--- src/rtl/riscv_param.vh ---
// Shared RISC-V architectural widths used across the core.
`ifndef RISCV_PARAM_VH
`define RISCV_PARAM_VH
`define RV_REG_AW 5
`define RV_CSR_AW 12
`endif

--- src/rtl/rfu_scoreboard_pkg.sv ---
// Types and helpers shared by the RFU write-hazard scoreboard.
package rfu_scoreboard_pkg;
`include "riscv_param.vh"

  localparam int unsigned REG_AW = `RV_REG_AW;
  localparam int unsigned CSR_AW = `RV_CSR_AW;

  typedef struct packed {
    logic [REG_AW-1:0] rd;
    logic              gr_we;
    logic [CSR_AW-1:0] csr_addr;
    logic              csr_we;
  } sb_entry_t;

  // Writes to x0 are architecturally discarded, so they never create a hazard.
  function automatic sb_entry_t make_entry(input logic [REG_AW-1:0] rd,
                                           input logic              gr_we,
                                           input logic [CSR_AW-1:0] csr_addr,
                                           input logic              csr_we);
    sb_entry_t e;
    e.rd       = rd;
    e.gr_we    = gr_we && (rd != '0);
    e.csr_addr = csr_addr;
    e.csr_we   = csr_we;
    return e;
  endfunction

endpackage

--- src/rtl/rfu_scoreboard_match.sv ---
// Per-entry hazard comparator: flags a pending write to any queried operand.
module rfu_sb_match
  import rfu_scoreboard_pkg::*;
(
  input  logic              valid_i,
  input  logic [REG_AW-1:0] rd_i,
  input  logic              gr_we_i,
  input  logic [CSR_AW-1:0] csr_addr_i,
  input  logic              csr_we_i,
  input  logic [REG_AW-1:0] q_rs1_i,
  input  logic              q_rs1_re_i,
  input  logic [REG_AW-1:0] q_rs2_i,
  input  logic              q_rs2_re_i,
  input  logic [CSR_AW-1:0] q_csr_addr_i,
  input  logic              q_csr_re_i,
  output logic              hit_o
);

  logic rs1_hit;
  logic rs2_hit;
  logic csr_hit;

  always_comb begin
    rs1_hit = gr_we_i && q_rs1_re_i && (rd_i == q_rs1_i) && (q_rs1_i != '0);
    rs2_hit = gr_we_i && q_rs2_re_i && (rd_i == q_rs2_i) && (q_rs2_i != '0);
    csr_hit = csr_we_i && q_csr_re_i && (csr_addr_i == q_csr_addr_i);
    hit_o   = valid_i && (rs1_hit || rs2_hit || csr_hit);
  end

endmodule

--- src/rtl/rfu_scoreboard.sv ---
// In-order scoreboard of issued, not-yet-retired register/CSR writes.
module rfu_scoreboard
  import rfu_scoreboard_pkg::*;
#(
  parameter int unsigned DEPTH = 4
) (
  input  logic                     clock,
  input  logic                     reset,
  input  logic                     issue_valid_i,
  input  logic [REG_AW-1:0]        issue_rd_i,
  input  logic                     issue_gr_we_i,
  input  logic [CSR_AW-1:0]        issue_csr_addr_i,
  input  logic                     issue_csr_we_i,
  output logic                     issue_ready_o,
  input  logic                     commit_valid_i,
  input  logic                     flush_all_i,
  input  logic [REG_AW-1:0]        q_rs1_i,
  input  logic                     q_rs1_re_i,
  input  logic [REG_AW-1:0]        q_rs2_i,
  input  logic                     q_rs2_re_i,
  input  logic [CSR_AW-1:0]        q_csr_addr_i,
  input  logic                     q_csr_re_i,
  output logic                     stall_o,
  output logic [$clog2(DEPTH):0]   count_o,
  output logic                     err_o
);

  localparam int unsigned PW = $clog2(DEPTH);
  localparam int unsigned CW = PW + 1;

  logic [DEPTH-1:0] valid_q, valid_d;
  sb_entry_t        ent_q [DEPTH];
  sb_entry_t        ent_d [DEPTH];
  logic [PW-1:0]    head_q, head_d;
  logic [PW-1:0]    tail_q, tail_d;
  logic [CW-1:0]    count_q, count_d;
  logic             err_q, err_d;

  logic             empty;
  logic             full;
  logic             push;
  logic             pop;
  logic [DEPTH-1:0] hit;

  always_comb begin
    empty         = (count_q == '0);
    full          = (count_q == CW'(DEPTH));
    issue_ready_o = !full || commit_valid_i;
    push          = issue_valid_i && issue_ready_o;
    pop           = commit_valid_i && !empty;
  end

  always_comb begin
    valid_d = valid_q;
    ent_d   = ent_q;
    head_d  = head_q;
    tail_d  = tail_q;
    count_d = count_q;
    err_d   = err_q;

    if (issue_valid_i && !issue_ready_o) err_d = 1'b1;
    if (commit_valid_i && empty)         err_d = 1'b1;

    if (flush_all_i) begin
      valid_d = '0;
      head_d  = '0;
      tail_d  = '0;
      count_d = '0;
    end else begin
      // Pop is applied before push so a full-FIFO push+pop reusing the head slot ends valid.
      if (pop) begin
        valid_d[head_q] = 1'b0;
        head_d          = head_q + 1'b1;
      end
      if (push) begin
        valid_d[tail_q] = 1'b1;
        ent_d[tail_q]   = make_entry(issue_rd_i, issue_gr_we_i,
                                     issue_csr_addr_i, issue_csr_we_i);
        tail_d          = tail_q + 1'b1;
      end
      case ({push, pop})
        2'b10:   count_d = count_q + 1'b1;
        2'b01:   count_d = count_q - 1'b1;
        default: count_d = count_q;
      endcase
    end
  end

  always_ff @(posedge clock) begin
    if (reset) begin
      valid_q <= '0;
      head_q  <= '0;
      tail_q  <= '0;
      count_q <= '0;
      err_q   <= 1'b0;
    end else begin
      valid_q <= valid_d;
      head_q  <= head_d;
      tail_q  <= tail_d;
      count_q <= count_d;
      err_q   <= err_d;
    end
  end

  // Payload is qualified by valid_q alone, so it carries no reset.
  always_ff @(posedge clock) begin
    ent_q <= ent_d;
  end

  for (genvar g = 0; g < DEPTH; g++) begin : g_match
    rfu_sb_match u_match (
      .valid_i      (valid_q[g]),
      .rd_i         (ent_q[g].rd),
      .gr_we_i      (ent_q[g].gr_we),
      .csr_addr_i   (ent_q[g].csr_addr),
      .csr_we_i     (ent_q[g].csr_we),
      .q_rs1_i      (q_rs1_i),
      .q_rs1_re_i   (q_rs1_re_i),
      .q_rs2_i      (q_rs2_i),
      .q_rs2_re_i   (q_rs2_re_i),
      .q_csr_addr_i (q_csr_addr_i),
      .q_csr_re_i   (q_csr_re_i),
      .hit_o        (hit[g])
    );
  end

  assign stall_o = |hit;
  assign count_o = count_q;
  assign err_o   = err_q;

endmodule

--- config.mk ---
export PLATFORM = sky130hd
export DESIGN_NAME = rfu_scoreboard
export DESIGN_NICKNAME = d
export VERILOG_FILES = /design/src/rtl/rfu_scoreboard_pkg.sv /design/src/rtl/rfu_scoreboard_match.sv /design/src/rtl/rfu_scoreboard.sv
export VERILOG_INCLUDE_DIRS = /design/src /design/src/rtl
export SDC_FILE = /design/constraint.sdc
export NUM_CORES = 1
export LEC_CHECK = 0
export ABC_AREA = 1
export BUFFER_PORTS_ARGS = -buffer_cell sky130_fd_sc_hd__buf_2
export CORE_MARGIN = 5
export CORE_UTILIZATION = 30
export DETAILED_ROUTE_END_ITERATION = 8
export HOLD_SLACK_MARGIN = 0.1
export PLACE_DENSITY = 0.56
export SLEW_MARGIN = 20
export SYNTH_ARGS = -nofsm -noshare
export SYNTH_HDL_FRONTEND = slang
export SYNTH_SLANG_ARGS = --single-unit
--- constraint.sdc ---
create_clock -name clock -period 2.2 [get_ports clock]
set_input_delay 0.22 -clock clock [delete_from_list [all_inputs] [get_ports clock]]
set_output_delay 0.22 -clock clock [all_outputs]
set_load 0.01 [all_outputs]
==> impl_metrics.json, run 1 <==
{
  "status": "finished clean",
  "setup_tns_ps": 0,
  "finalNetCount": 699,
  "comb_power_share_pct": 9.5,
  "cts_inserted_buffers": 9,
  "final_cell_mix": "nand2_1, edfxtp_1, nor2_1, inv_1, buf_2",
  "fillers": 1550,
  "crit_chain": "nor2_1 > nand3_1 > nand2_1 > ha_1 > inv_1 > fa_1 > a21oi_1 > o21ai_0 > a21oi_1 > o21a_1",
  "cts_tree": "done",
  "grt_use_total_pct": 13.28,
  "max_freq_mhz": 486.8,
  "cts_resized": 0,
  "p_clk_share_pct": 39.4,
  "fp.dieH_um": 133.7,
  "path_clk_slew_ps": 60,
  "worst_slew_pin_slew_ps": 400.1,
  "fin_ws_ps": 145.7,
  "syn_area_um2": 4589,
  "grt.overflow.total": 0,
  "io_buffers": 54,
  "rsz0062_at_grt": "false",
  "grt_pass1_wl_um": 18410,
  "seq_area_frac_synth_pct": 54.96,
  "yosys_warnings": 0,
  "end_kind": "register",
  "setup_violations": 0,
  "path_buf_inv": 1,
  "hp-class": "in -> reg",
  "p_sw_uw": 896.6,
  "holdBufCountCts": 10,
  "row_count": 45,
  "grt_max_degree": 20,
  "vias": 3674,
  "drt_iter0_drc": 238,
  "dp_slack_ps": 180.9,
  "cts.sinks": 88,
  "slew_headroom_pct": 73.33,
  "crit_arrival_ps": 2340,
  "switching_share_pct": 24.53,
  "drc": 0,
  "dp_cells": 807,
  "diodes": 0,
  "grt_pass1_vias": 3721,
  "syn_area_per_cell_um2": 8.152,
  "crit_path_start_kind": "register",
  "drtPass1Iterations": 4,
  "crit_path_frequent_cell": "a21oi_1",
  "seq_power_share_pct": 51.1,
  "gp_congestion": 0.8952,
  "path_max_fanout": 5,
  "drive_gt1_share_pct": 16.74,
  "synth_cells": 563,
  "antenna_left": 0,
  "antenna_found_initial": 0,
  "yosys.cell_types.count": 28,
  "fin_cells": 833,
  "hold_viol": 0,
  "synth-seq-cells": 88,
  "cts_setup_buffers": 0,
  "cts-root-buf": "clkbuf_16",
  "cap_violations": 0,
  "finalCritPeriodShare_pct": 93.38,
  "synth_area_leaders": "edfxtp_1, nand2_1, nor2_1, dfxtp_1, inv_1",
  "critical-path-max-stage-delay_ps": 380,
  "path_delay_family": "compound AO/OA/AOI/OAI gates",
  "cts_max_level": 3,
  "slew_viol_final": 0,
  "synth_top_area_share_pct": 49.73,
  "dieArea_um2": 17870,
  "layout_commonest_cell": "nand2_1",
  "criticalPathCategory": "reg -> reg",
  "p_total_mw": 3.655,
  "synth_top_cell_by_area": "edfxtp_1",
  "fin_skew_ps": 7.903,
  "cts_buffer_depth": 2,
  "period_minus_slack_ps": 2054,
  "wire_per_inst_um": 13.61,
  "crit_slowest_cell": "fa_1",
  "intPower_mw": 2.758,
  "coreArea_um2": 15090,
  "io_pins": 55,
  "required_ps": 2490,
  "start_util_pct": 30.41,
  "vias_per_cell": 4.411,
  "power.density_nw_per_um2": 664.0,
  "die_w_um": 133.7,
  "insertion_delay_ps": 340,
  "p_leak_nw": 2.467,
  "dp_hpwl_um": 8646,
  "fin_util_pct": 36.48,
  "syn_nets": 622,
  "vdd_ir_drop_max_mv": 0.4555,
  "wl_um": 11330,
  "syn_to_final_growth_pct": 19.93
}
path summary, 6_finish.rpt:
path	depth (start not counted)	start	end	slack (ps)
hold reg to reg	2	err_o	err_o	460
setup reg to reg	10	count_o[1]	count_o[2]	150
hold / removal	1	issue_csr_addr_i[2]	ent_q[60]	110
setup / recovery	10	count_o[1]	count_o[2]	150
sequential cells by signal, indices dropped and copies added, names as in the netlist:
register,flops
count_o,3
head_q,2
tail_q,2
valid_q,4
ent_q,76
err_o,1
cell families (layout without fill, tap and decap cells):
logic type	Yosys count	count (layout)	share of synthesized area [%]
simple gates	317	317	26.91
flops	88	88	54.96
buf+inv	88	170	7.306
compound gates	48	48	5.644
xor+xnor	12	12	2.290
fa+ha+maj	10	10	2.890
layout make-up:
type	count	area, um^2	share of cell area, %
Inverter	85	319.1	5.797
Sequential cell	88	2522	45.83
Multi-Input combinational cell	387	1742	31.64
Tap cell	188	235.2	4.274
Clock inverter	6	48.80	0.8866
Timing Repair Buffer	69	407.9	7.411
Clock buffer	10	229.0	4.160
power groups by stage:
| stage | registers (mW) | clock network, mW | logic, mW |
|---|---|---|---|
| after floorplan | 1.90 | 0 | 0.184 |
| after global placement | 1.90 | 0 | 0.329 |
| after detailed placement | 1.90 | 0 | 0.336 |
| after CTS | 1.87 | 1.49 | 0.352 |
| after global routing | 1.87 | 1.58 | 0.395 |
| final | 1.87 | 1.44 | 0.348 |
synth_stat cells:
cell type / number
buf_4: 1
fa_1: 1
nand2_2: 1
o21bai_1: 1
clkbuf_1: 1
clkinv_1: 5
nand2_1: 224
or2_1: 1
nor2_2: 4
or4_1: 1
o21ai_1: 16
o21a_1: 1
buf_2: 1
or2_0: 1
o22ai_1: 1
o21ai_0: 10
nand3_2: 2
nor2_1: 74
o211ai_1: 2
inv_2: 23
edfxtp_1: 76
ha_1: 9
inv_1: 57
xnor2_1: 12
a21oi_1: 14
a211oi_1: 3
dfxtp_1: 12
nand3_1: 9
worst register-to-register path, stage by stage, from the launching register on:
cell and delay, ps:
dfxtp_1 340, nor2_1 150, nand3_1 130, nand2_1 180, ha_1 180, inv_1 70, fa_1 380, a21oi_1 140
o21ai_0 130, a21oi_1 170, o21a_1 140
through the flow:
| step | hold slack [ps] | cell area [um^2] |
|---|---|---|
| CTS | 100.0 | 5504 |
| global placement | 435.4 | 5126 |
| floorplan | 318.9 | 4589 |
| finish | 110.9 | 5504 |
| detailed placement | 443.7 | 5126 |
| global route | 107.4 | 5504 |
layer usage:
metal	wire length (um)	GRT usage, %
met2	5543	22.91
met4	197	4.971
met5	0	0
met1	5065	16.47
met3	527	2.606
No activity file was read; power rests on OpenSTA's default activity.
==> inputs of run 2 (changes only) <==
--- a/config.mk
+++ b/config.mk
@@ -12,7 +12,7 @@
 export CORE_UTILIZATION = 30
 export DETAILED_ROUTE_END_ITERATION = 8
 export HOLD_SLACK_MARGIN = 0.1
-export PLACE_DENSITY = 0.56
+export PLACE_DENSITY = 0.59
 export SLEW_MARGIN = 20
 export SYNTH_ARGS = -nofsm -noshare
 export SYNTH_HDL_FRONTEND = slang
==> impl_metrics.json, run 2 (synthesized netlist as in run 1, its figures left out) <==
{
  "status": "finished clean",
  "io_pins": 55,
  "intPower_mw": 2.736,
  "largest-register": "ent_q",
  "crit_arrival_ps": 2270,
  "wl_um": 10560,
  "row_count": 45,
  "final_area_um2": 5465,
  "drtPass1Iterations": 4,
  "grt_pass1_wl_um": 17190,
  "use_met1_pct": 15.76,
  "max_freq_mhz": 502.7,
  "gp_congestion": 0.8729,
  "dieArea_um2": 17870,
  "vdd_ir_drop_max_mv": 0.3626,
  "cts_inserted_buffers": 9,
  "comb_power_share_pct": 9.5,
  "finalCritPeriodShare_pct": 90.41,
  "p_sw_uw": 827.3,
  "diodes": 0,
  "drc": 0,
  "p_clk_share_pct": 38.1,
  "cts_tree": "done",
  "grt_use_total_pct": 12.30,
  "end_kind": "register",
  "hp-class": "in -> reg",
  "fp.dieH_um": 133.7,
  "grt.busiest_layer": "met2",
  "fin_util_pct": 36.22,
  "switching_share_pct": 23.21,
  "use_met2_pct": 20.26,
  "coreArea_um2": 15090,
  "path_max_fanout": 5,
  "drt_iter0_drc": 241,
  "vias_per_cell": 4.388,
  "insertion_delay_ps": 330,
  "fillers": 1564,
  "crit_path_start_kind": "register",
  "slew_headroom_pct": 72.19,
  "worst_slew_pin_slew_ps": 417.2,
  "cts_buffer_depth": 2,
  "setup_violations": 0,
  "required_ps": 2480,
  "start_util_pct": 30.41,
  "hold_viol": 0,
  "setup_tns_ps": 0,
  "die_w_um": 133.7,
  "io_buffers": 54,
  "p_leak_nw": 2.441,
  "drive_gt1_share_pct": 16.51,
  "dp_hpwl_um": 8080,
  "layout_commonest_cell": "nand2_1",
  "slew_viol_final": 0,
  "antenna_left": 0,
  "period_minus_slack_ps": 1989,
  "antenna_found_initial": 0,
  "path_clk_slew_ps": 60,
  "dp_cells": 806,
  "wire_per_inst_um": 12.73,
  "finalNetCount": 696,
  "cts.sinks": 88,
  "seq_power_share_pct": 52.4,
  "criticalPathCategory": "reg -> reg",
  "grt_max_degree": 20,
  "use_met3_pct": 2.002,
  "dpl_cell_area_um2": 5119,
  "power.density_nw_per_um2": 652.1,
  "largest_reg_flops": 76,
  "grt.overflow.total": 0,
  "syn_to_final_growth_pct": 19.08,
  "fin_cells": 830,
  "cts-root-buf": "clkbuf_16",
  "cts_max_level": 3,
  "cap_violations": 0,
  "rsz0062_at_grt": "false",
  "final_cell_mix": "nand2_1, edfxtp_1, nor2_1, inv_1, buf_2",
  "grt_pass1_vias": 3586,
  "vias": 3642,
  "fin_skew_ps": 6.356
}
-- run 2: worst max-delay path, stage by stage (launching register included) --
cell and delay, ps:
dfxtp_1 330, nor2_1 150, nand3_1 130, nand2_1 180
ha_1 170, inv_1 60, fa_1 380, a21oi_1 150
o21ai_0 120, a21oi_1 150, o21a_1 130
-- run 2: final timing paths --
check            startpoint         end  slack (ps)  cells past startpoint
max              count_o[0]  count_o[2]         210                     10
min          issue_csr_we_i   ent_q[19]         120                      1
max reg2reg      count_o[0]  count_o[2]         210                     10
min reg2reg      valid_q[0]  valid_q[0]         470                      2
-- run 2: layout make-up --
| class | count | area, um^2 | share of cell area (%) |
|---|---|---|---|
| inverters | 85 | 319.1 | 5.838 |
| multi-input cells | 387 | 1742 | 31.87 |
| flip-flops and latches | 88 | 2522 | 46.15 |
| clock inverters | 5 | 33.78 | 0.6181 |
| repair buffers | 66 | 380.4 | 6.960 |
| clock buffers | 11 | 232.7 | 4.258 |
| well taps | 188 | 235.2 | 4.304 |
-- run 2: stage by stage --
stage	hold WS, ps	setup WS, ps	total power [mW]
CTS	100.5	218.6	3.612
global route	109.1	58.54	3.749
global placement	442.6	279.3	2.232
detailed placement	441.2	225.2	2.234
floorplan	318.9	55.79	2.087
finish	115.6	210.9	3.564
-- run 2: layer usage --
layer  vias up  wire (um)
li1       1921          -
met1      1614       4873
met2        84       4853
met3        23        518
met4         0        318
met5         -          0
-- run 2: timing repair --
| item | CTS | global route |
|---|---|---|
| hold buffers | 8 | 0 |
| endpoints found under the hold margin | 32 | 0 |
| buffers inserted | 0 | 0 |
| resized for setup | 0 | 0 |
-- run 2: power by group through the flow --
stage	logic, mW	clock network [mW]	registers (mW)
3_5_place_dp	0.330	0	1.90
4_1_cts	0.342	1.40	1.87
3_3_place_gp	0.329	0	1.90
6_report	0.338	1.36	1.87
5_1_grt	0.388	1.49	1.87
2_1_floorplan	0.184	0	1.90
==> inputs of run 3 (changes only) <==
--- a/config.mk
+++ b/config.mk
@@ -6,13 +6,12 @@
 export SDC_FILE = /design/constraint.sdc
 export NUM_CORES = 1
 export LEC_CHECK = 0
-export ABC_AREA = 1
 export BUFFER_PORTS_ARGS = -buffer_cell sky130_fd_sc_hd__buf_2
 export CORE_MARGIN = 5
-export CORE_UTILIZATION = 30
+export CORE_UTILIZATION = 52
 export DETAILED_ROUTE_END_ITERATION = 8
 export HOLD_SLACK_MARGIN = 0.1
-export PLACE_DENSITY = 0.59
+export PLACE_DENSITY = 0.85
 export SLEW_MARGIN = 20
 export SYNTH_ARGS = -nofsm -noshare
 export SYNTH_HDL_FRONTEND = slang
==> impl_metrics.json, run 3 <==
{
  "diodes": 0,
  "rsz0062_at_grt": "false",
  "drt_iter0_drc": 207,
  "cts-root-buf": "clkbuf_8",
  "grt.overflow.total": 0,
  "status": "finished clean",
  "yosysMostFrequentCell": "edfxtp_1",
  "path_max_fanout": 2,
  "switching_share_pct": 23.09,
  "crit_path_start_kind": "register",
  "whs_path_depth": 1,
  "fp.dieH_um": 99.33,
  "synth_compound_area_share_pct": 2.201,
  "hp-class": "in -> reg",
  "setup_tns_ps": 0,
  "layout_commonest_cell": "edfxtp_1",
  "synth_common_cells": "edfxtp_1, xnor2_1, xor2_1",
  "synth_xor_area_share_pct": 19.42,
  "largest_reg_flops": 76,
  "fin_skew_ps": 12.46,
  "row_count": 32,
  "final_cell_mix": "edfxtp_1, xnor2_1, buf_2, xor2_1, nand4_1",
  "finalCritPeriodShare_pct": 95.26,
  "die_w_um": 99.33,
  "required_ps": 1980,
  "regToRegSetupSlack_ps": 110,
  "syn_to_final_growth_pct": 15.92,
  "synth_cells": 310,
  "period_minus_slack_ps": 2096,
  "drc": 0,
  "yosys.cell_types.count": 29,
  "insertion_delay_ps": 350,
  "p_sw_uw": 756.1,
  "slew_headroom_pct": 70.27,
  "reg2reg_from": "count_o[1]",
  "final_area_um2": 4810,
  "vias_per_cell": 5.314,
  "seq_area_frac_synth_pct": 60.80,
  "cts_max_level": 3,
  "cts_setup_buffers": 0,
  "end_kind": "output port",
  "gp_congestion": 0.9427,
  "io_pins": 55,
  "drtPass1Iterations": 4,
  "fin_ws_ps": 104.2,
  "synth_edf_count": 76,
  "syn_nets": 369,
  "finalNetCount": 430,
  "async_flop_share_pct": 0,
  "timing.rr.end": "count_o[2]",
  "setup_violations": 0,
  "wire_per_inst_um": 17.62,
  "synth-seq-cells": 88,
  "p_leak_nw": 1.650,
  "synthMuxAreaShare_pct": 0.2413,
  "synth_area_leaders": "edfxtp_1, xnor2_1, xor2_1, dfxtp_1, nand4_1",
  "synth_top_cell_by_area": "edfxtp_1",
  "path_clk_slew_ps": 90,
  "dieArea_um2": 9865,
  "cts_buffer_depth": 2,
  "dp_hpwl_um": 5897,
  "vias": 2540,
  "grt_use_total_pct": 17.69,
  "start_util_pct": 53.41,
  "synth-simple-area-share_pct": 9.560,
  "comb_power_share_pct": 9.2,
  "largest-register": "ent_q",
  "yosys_warnings": 0,
  "rr_worst_depth": 10,
  "holdPathEnd": "ent_q[37]",
  "syn_area_um2": 4149,
  "vdd_ir_drop_max_mv": 0.3321,
  "worst_slew_pin_slew_ps": 441.9,
  "slew_viol_final": 0,
  "cts_inserted_buffers": 9,
  "coreArea_um2": 7767,
  "synth_top_family_by_area": "XOR/XNOR gates",
  "antenna_found_initial": 0,
  "synth_flop_cell": "edfxtp_1",
  "drive_gt1_share_pct": 22.34,
  "min_from": "issue_rd_i[4]",
  "wl_um": 8423,
  "syn_area_per_cell_um2": 13.38,
  "cts.sinks": 88,
  "power.density_nw_per_um2": 680.8,
  "max_freq_mhz": 477.2,
  "crit_arrival_ps": 1880,
  "cap_violations": 0,
  "hold_viol": 0,
  "criticalPathCategory": "reg -> out",
  "cts_tree": "done",
  "grt_pass1_wl_um": 13250,
  "intPower_mw": 2.518,
  "antenna_left": 0,
  "grt_pass1_vias": 2694,
  "p_clk_share_pct": 33.9,
  "synthAdderAreaFrac_pct": 3.197,
  "dp_slack_ps": 127.7,
  "dpl_cell_area_um2": 4434,
  "io_buffers": 54,
  "seq_power_share_pct": 56.9,
  "synth_top_area_share_pct": 55.01,
  "grt_max_degree": 20
}
[run 3: changes by cell type after synthesis, moves of 9 or more]
cell / delta
xor2_1: +34
nor4_1: +13
xnor2_1: +46
inv_1: -50
nand2_1: -217
a21oi_1: -9
buf_2: +16
inv_2: -22
o21ai_1: -16
o21ai_0: -9
nand4_1: +22
nor2_1: -60
[run 3: routing by layer]
layer	share of wire (%)	track usage, %	vias up	wire length, um
li1	-	-	1215	-
met1	40	21.03	1215	3362
met2	52	30.37	89	4362
met3	5.2	3.717	21	436
met4	3.1	8.824	0	261
met5	0	0	-	0
[run 3: power groups by stage]
| stage | sequential [mW] | combinational (mW) | clock, mW |
|---|---|---|---|
| after floorplan | 1.90 | 0.186 | 0 |
| after global placement | 1.90 | 0.262 | 0 |
| after detailed placement | 1.90 | 0.272 | 0 |
| after CTS | 1.86 | 0.292 | 1.13 |
| after global routing | 1.87 | 0.330 | 1.21 |
| final | 1.86 | 0.300 | 1.11 |
[run 3: worst max-delay path by stage]
| stage | cells past startpoint | to | start | slack [ps] |
|---|---|---|---|---|
| floorplan | 11 | count_o[2] | count_o[1] | 8 |
| global placement | 10 | count_o[2] | count_o[1] | 200 |
| detailed placement | 10 | count_o[2] | count_o[1] | 130 |
| CTS | 7 | stall_o | ent_q[33] | 80 |
| global route | 10 | count_o[2] | count_o[1] | 4 |
| finish | 7 | stall_o | ent_q[33] | 100 |
[run 3: cells by family (layout without fill, tap and decap cells)]
kind of cell    Yosys count  count (layout)
fa+ha+maj                10              10
compound gates           14              14
mux                       1               1
flops                    88              88
xor+xnor                 92              92
simple gates             72              72
buf+inv                  33              99
[run 3: through the flow]
step,hold WS [ps],utilization [%],cells,power [mW]
2_1_floorplan,292.4,-,310,2.085
3_3_place_gp,400.6,57.09,447,2.161
3_5_place_dp,409.7,57.09,447,2.172
4_1_cts,101.4,61.47,477,3.284
5_1_grt,113.6,61.92,478,3.409
6_report,115.2,61.92,478,3.274
[run 3: worst max-delay path, cell delays in order, from the launching register on]
cell	delay, ps
edfxtp_1	450
xor2_1	190
nor4_2	340
nand4_1	140
nand4_1	120
o211ai_1	90
nand3_1	80
buf_2	130
[run 3: cell type report]
class	count	area [um^2]
Clock inverter	7	76.32
Fill cell	605	2958
Clock buffer	9	123.9
Timing Repair Buffer	75	465.4
Tap cell	102	127.6
Multi-Input combinational cell	189	1461
Sequential cell	88	2525
Inverter	8	30.03
[run 3: timing repair]
item	4_1_cts	5_1_grt
hold endpoints to repair	53	2
hold buffers	14	1
endpoints found under the setup margin	0	2
resized for setup	0	6
